`src/rtl/shift_add_multiplier_32_bit_if.sv`:
```
// Start/done handshake between the ALU control (master) and the
// iterative multiplier (slave).
interface shift_add_multiplier_32_bit_if;
  logic        start;
  logic        is_signed;
  logic [31:0] a;
  logic [31:0] b;
  logic        busy;
  logic        done;
  logic [63:0] product;

  modport master (
    output start, is_signed, a, b,
    input  busy, done, product
  );

  modport slave (
    input  start, is_signed, a, b,
    output busy, done, product
  );
endinterface

```
`src/rtl/shift_add_multiplier_32_bit.sv`:
```
// Iterative 32x32 -> 64-bit shift-add multiplier. One partial product per
// clock through a 32-bit adder, with a fixed 34-cycle latency.
// Signed operands are multiplied as magnitudes and the sign is applied
// in a final fix-up cycle.

// Combinational 32-bit adder; the multiplier's only add path.
module thirty_two_bit_adder (
  input  logic [31:0] a,
  input  logic [31:0] b,
  input  logic        c_in,
  output logic [31:0] sum,
  output logic        c_out
);
  assign {c_out, sum} = {1'b0, a} + {1'b0, b} + {32'd0, c_in};
endmodule

module shift_add_multiplier_32_bit (
  input  logic                                clk,
  input  logic                                rst,
  shift_add_multiplier_32_bit_if.slave        bus
);
  typedef enum logic [1:0] {IDLE, RUN, FIX} state_t;

  state_t      state_q;
  logic [31:0] mag_a_q;
  logic [31:0] acc_hi_q;
  logic [31:0] acc_lo_q;
  logic        neg_q;
  logic [4:0]  count_q;
  logic        busy_q;
  logic        done_q;
  logic [63:0] product_q;

  logic [31:0] mag_a_d;
  logic [31:0] mag_b_d;
  logic        neg_d;
  logic [63:0] product_d;
  logic [31:0] add_b;
  logic [31:0] add_sum;
  logic        add_c_out;

  // Operand magnitudes and result sign, captured when start is accepted.
  // |0x80000000| stays 0x80000000, which is the correct unsigned magnitude.
  always_comb begin
    mag_a_d = (bus.is_signed && bus.a[31]) ? (~bus.a + 32'd1) : bus.a;
    mag_b_d = (bus.is_signed && bus.b[31]) ? (~bus.b + 32'd1) : bus.b;
    neg_d   = bus.is_signed & (bus.a[31] ^ bus.b[31]);
  end

  // Partial product: add the multiplicand only when the current multiplier bit is set.
  assign add_b = acc_lo_q[0] ? mag_a_q : 32'd0;

  thirty_two_bit_adder u_adder (
    .a     (acc_hi_q),
    .b     (add_b),
    .c_in  (1'b0),
    .sum   (add_sum),
    .c_out (add_c_out)
  );

  // Final sign application on the 64-bit magnitude.
  assign product_d = neg_q ? (~{acc_hi_q, acc_lo_q} + 64'd1) : {acc_hi_q, acc_lo_q};

  // Control FSM and datapath; all outputs are registered here.
  always_ff @(posedge clk or posedge rst) begin
    if (rst) begin
      state_q   <= IDLE;
      mag_a_q   <= 32'd0;
      acc_hi_q  <= 32'd0;
      acc_lo_q  <= 32'd0;
      neg_q     <= 1'b0;
      count_q   <= 5'd0;
      busy_q    <= 1'b0;
      done_q    <= 1'b0;
      product_q <= 64'd0;
    end else begin
      done_q <= 1'b0;
      case (state_q)
        IDLE: begin
          if (bus.start) begin
            mag_a_q  <= mag_a_d;
            acc_hi_q <= 32'd0;
            acc_lo_q <= mag_b_d;
            neg_q    <= neg_d;
            count_q  <= 5'd0;
            busy_q   <= 1'b1;
            state_q  <= RUN;
          end
        end
        RUN: begin
          // 65-bit {carry, sum, acc_lo} shifted right by one; the consumed
          // multiplier bit drops off the bottom.
          {acc_hi_q, acc_lo_q} <= {add_c_out, add_sum, acc_lo_q[31:1]};
          count_q <= count_q + 5'd1;
          if (count_q == 5'd31) begin
            state_q <= FIX;
          end
        end
        FIX: begin
          product_q <= product_d;
          done_q    <= 1'b1;
          busy_q    <= 1'b0;
          state_q   <= IDLE;
        end
        default: begin
          state_q <= IDLE;
          busy_q  <= 1'b0;
        end
      endcase
    end
  end

  assign bus.busy    = busy_q;
  assign bus.done    = done_q;
  assign bus.product = product_q;
endmodule

```
`src/flat_wrapper.sv`:
```
// flat-port wrapper written by rule: the top's interface ports become plain ports
module shift_add_multiplier_32_bit_flat 
  (clk, rst, bus_start, bus_is_signed, bus_a, bus_b, bus_busy, bus_done, bus_product);
  shift_add_multiplier_32_bit_if bus_i ();
  input  logic clk;
  input  logic rst;
  input wire logic [$bits(bus_i.start)-1:0] bus_start;
  input wire logic [$bits(bus_i.is_signed)-1:0] bus_is_signed;
  input wire logic [$bits(bus_i.a)-1:0] bus_a;
  input wire logic [$bits(bus_i.b)-1:0] bus_b;
  output wire logic [$bits(bus_i.busy)-1:0] bus_busy;
  output wire logic [$bits(bus_i.done)-1:0] bus_done;
  output wire logic [$bits(bus_i.product)-1:0] bus_product;
  assign bus_i.start = bus_start;
  assign bus_i.is_signed = bus_is_signed;
  assign bus_i.a = bus_a;
  assign bus_i.b = bus_b;
  assign bus_busy = bus_i.busy;
  assign bus_done = bus_i.done;
  assign bus_product = bus_i.product;
  shift_add_multiplier_32_bit u_core (.clk(clk), .rst(rst), .bus(bus_i));
endmodule
```
`config.mk`:
```
export PLATFORM = sky130hd
export DESIGN_NAME = shift_add_multiplier_32_bit_flat
export DESIGN_NICKNAME = d
export VERILOG_FILES = /design/src/rtl/shift_add_multiplier_32_bit_if.sv /design/src/rtl/shift_add_multiplier_32_bit.sv /design/src/flat_wrapper.sv
export SDC_FILE = /design/constraint.sdc
export NUM_CORES = 1
export LEC_CHECK = 0
export ABC_AREA = 1
export CORE_MARGIN = 4
export CORE_UTILIZATION = 40
export CTS_BUF_LIST = sky130_fd_sc_hd__clkbuf_2
export DETAILED_ROUTE_END_ITERATION = 7
export SYNTH_ARGS = -nofsm -noshare
export SYNTH_HDL_FRONTEND = slang
export SYNTH_SLANG_ARGS = --single-unit
export TNS_END_PERCENT = 20
```
`constraint.sdc`:
```
create_clock -name clk -period 14.2 [get_ports clk]
set_input_delay 2.13 -clock clk [delete_from_list [all_inputs] [get_ports clk]]
set_output_delay 2.13 -clock clk [all_outputs]
set_load 0.05 [all_outputs]
```
==> key figures <==
Setup path
  – Critical Path RT: 12.07 ns
  – Flop2flop setup slack: 11.24 ns
  – Worst path cell trace: clkdlybuf4s50_1
  – CP top delay family: buffers and inverters
  – Max stage delay cell, worst path: clkdlybuf4s50_1
  – Crit start category: flip-flop
  – CP Capture Type: primary output
  – Crit Path Class: flip-flop to primary output
  – Crit-path max cell delay: 0.83 ns
  – CP Buf/Inv Count: 1
  – Critical Path Fanout Max: 2
  – Arrival time worst endpoint: 2.17 ns

Timing
  – Hold Vio Cnt, Final: 0
  – Setup tns final: 0 ns
  – Final count of negative-setup-slack endpoints: 0
  – Tcrit/Tclk final: 30.2%
  – RSZ-0062 raised after global routing: no
  – Minimum clock period: 4.30 ns
  – Max-slew headroom: 39.9%
  – Fmax: 233 MHz
  – Clock Skews: 0.0755 ns
  – Slew Limit Fails: 0
  – Least-Margin Pin Slew: 0.901 ns

Hold path
  – HP Class: flip-flop to flip-flop

Synthesis
  – Net Count, Synth: 2110
  – Synth Area in Compound Gates: 10.4%
  – Sequential-to-total area share from yosys stat: 33.2%
  – Largest family of logic cells by synthesized area: simple AND/OR/NAND/NOR gates
  – #FFs+latches synth: 170
  – Avg Cell Area, Syn: 6.39 µm²
  – Post-Synth Simple-Gate Area: 38.6%
  – Xor/xnor share of the synthesized area: 4.10%
  – Synth Area in Adders: 3.77%
  – Syn Inst Count: 2004
  – Post-synth cell types: 46
  – Multiplexer share of the synthesized area: 0%
  – Synth warn: 0
  – Mapped Area: 12800 µm²

Clocking
  – H-tree Lvls: 4
  – CTS Buf Count: 17
  – CTS sink cnt: 170
  – Setup Buffers After CTS: 0
  – Gates resized, CTS repair: 0
  – Worst-path clk slew: 0.33 ns
  – CTS max path bufs: 2
  – CTS tree: yes
  – Worst-Skew Late Latency: 0.86 ns
  – Root Driver: clkbuf_2
  – # hold bufs at CTS: 0

Place
  – # port buffers: 133
  – DPL Wire Length: 30400 µm
  – RePlAce Congestion: 0.939

Floorplan
  – Row count: 65
  – I/O pin total: 134
  – Chip width: 187 µm
  – Die area: 34900 µm²
  – Core region area: 31600 µm²
  – Initial Util: 40.6%
  – Die Span Y: 187 µm

Run status
  – Status: finished, final reports clean

Global routing
  – Pin count of the biggest net entering global routing: 101
  – Antenna violations before repair: 1
  – Vias in the first global route: 12300
  – Overflow after GRT: 0
  – First-pass GRT wire length: 63700 µm
  – Tot GR Track Use: 22.1%

Drt
  – DRT iter0 DRCs: 1035
  – Drt wl/cell: 15.3 µm
  – Avg Vias per Cell: 5.12
  – Final WL: 38600 µm
  – Vias after detailed routing: 12900
  – TritonRoute pass-1 iters: 5
  – # DRC: 0
  – Post-DRT Antenna Nets: 0

Job
  – Max Cap Viol: 0

Layout
  – Nets: 2214
  – Layout area overhead: 15.2%
  – Share of cells above drive strength 1: 4.15%
  – Filler Cell Count: 3328

Power and ir drop
  – Leakage: 7.47 nW
  – Power density over cell area: 201 nW/µm²
  – Max IR drop VDD: 0.105 mV
  – Pwr Total: 2.96 mW
power breakdown:
group          switching [mW]  internal [mW]  leakage, nW
clock network           0.221         0.0818        0.170
registers               0.253          0.661         2.07
logic                    1.15          0.593         5.23
area by class of cell:
| class | count | area, µm² | share of cell area (%) |
|---|---|---|---|
| clock buffers | 17 | 85.1 | 0.577 |
| clock inverters | 15 | 213 | 1.44 |
| multi-input cells | 1515 | 7310 | 49.5 |
| diodes | 2 | 5.00 | 0.0339 |
| repair buffers | 141 | 1390 | 9.43 |
| flip-flops and latches | 170 | 4260 | 28.8 |
| inverters | 263 | 995 | 6.74 |
| well taps | 402 | 503 | 3.41 |
cell usage after synthesis (all sizes together):
library cell	instances	area, µm²
o32ai	1	8.76
buf	28	156
o31ai	2	15.0
o211ai	4	30.0
o22ai	7	43.8
and2	6	37.5
inv	262	986
nand2	701	2670
xor2	47	412
fa	1	20.0
nor3	14	70.1
a22oi	29	218
nor4	2	12.5
clkinv	1	3.75
or2	6	37.5
a21oi	50	250
clkbuf	28	115
and3	1	6.26
o221ai	1	8.76
a22o	2	17.5
o21bai	3	22.5
nand4	37	238
nor2	230	943
nand3b	5	37.5
a31oi	5	31.3
xnor2	13	114
ha	37	463
o21ai	131	667
dfrtp	170	4250
nor3b	1	7.51
a21o	3	22.5
nand3	176	893
cell families after synthesis:
| logic type | count (synthesis) |
|---|---|
| compound gates | 238 |
| xor+xnor | 60 |
| fa+ha+maj | 38 |
| buf+inv | 319 |
| flops | 170 |
| simple gates | 1179 |
worst paths after layout:
| kind | startpoint | end | cells past startpoint |
|---|---|---|---|
| max in group asynchronous | rst | u_core.mag_a_q[30] | 3 |
| min in group asynchronous | rst | u_core.bus.busy | 2 |
| max reg2reg | u_core.state_q[1] | u_core.acc_hi_q[31] | 8 |
| max | u_core.bus.product[1] | bus_product[1] | 1 |
| min | u_core.bus.product[61] | u_core.bus.product[61] | 2 |
| min reg2reg | u_core.bus.product[61] | u_core.bus.product[61] | 2 |
tightest hold or removal path: cells and delay by family, from the launching register on:
kind / cells / cell delay [ns]
flip-flops: 1 / 0.40
AND/OR/NAND/NOR: 2 / 0.10
stage by stage:
step	cell area (µm²)	util (%)	worst slack [ns]	hold WS [ns]	instances
2_1_floorplan	12800	-	7.47	0.449	2004
3_3_place_gp	14500	45.8	9.27	0.463	2491
3_5_place_dp	14500	45.8	9.28	0.466	2491
4_1_cts	14700	46.7	9.87	0.522	2523
5_1_grt	14800	46.7	9.84	0.543	2524
6_report	14800	46.8	9.90	0.514	2525
per-layer routing:
layer	vias up	global-route usage, %	routed length, µm
met5	-	0	0
met4	0	6.00	809
met3	50	3.58	2450
met2	405	32.9	16000
met1	5857	33.3	19300
li1	6606	-	-
cell usage in the layout (no fill, tap or decap), drive strengths merged, types with 47 or more instances in the layout:
cell and n:
dfrtp 170, xor2 47, clkdlybuf4s50 133, inv 270
nand3 176, o21ai 131, a21oi 50, nand2 701
nor2 230
sequential cells by signal, summed over array words and instances (netlist names):
register / count
u_core.mag_a_q: 32
u_core.bus.done: 1
u_core.state_q: 2
u_core.neg_q: 1
u_core.count_q: 5
u_core.bus.busy: 1
u_core.acc_hi_q: 32
u_core.acc_lo_q: 32
u_core.bus.product: 64
Note: power is estimated with default switching activity, not from simulation.
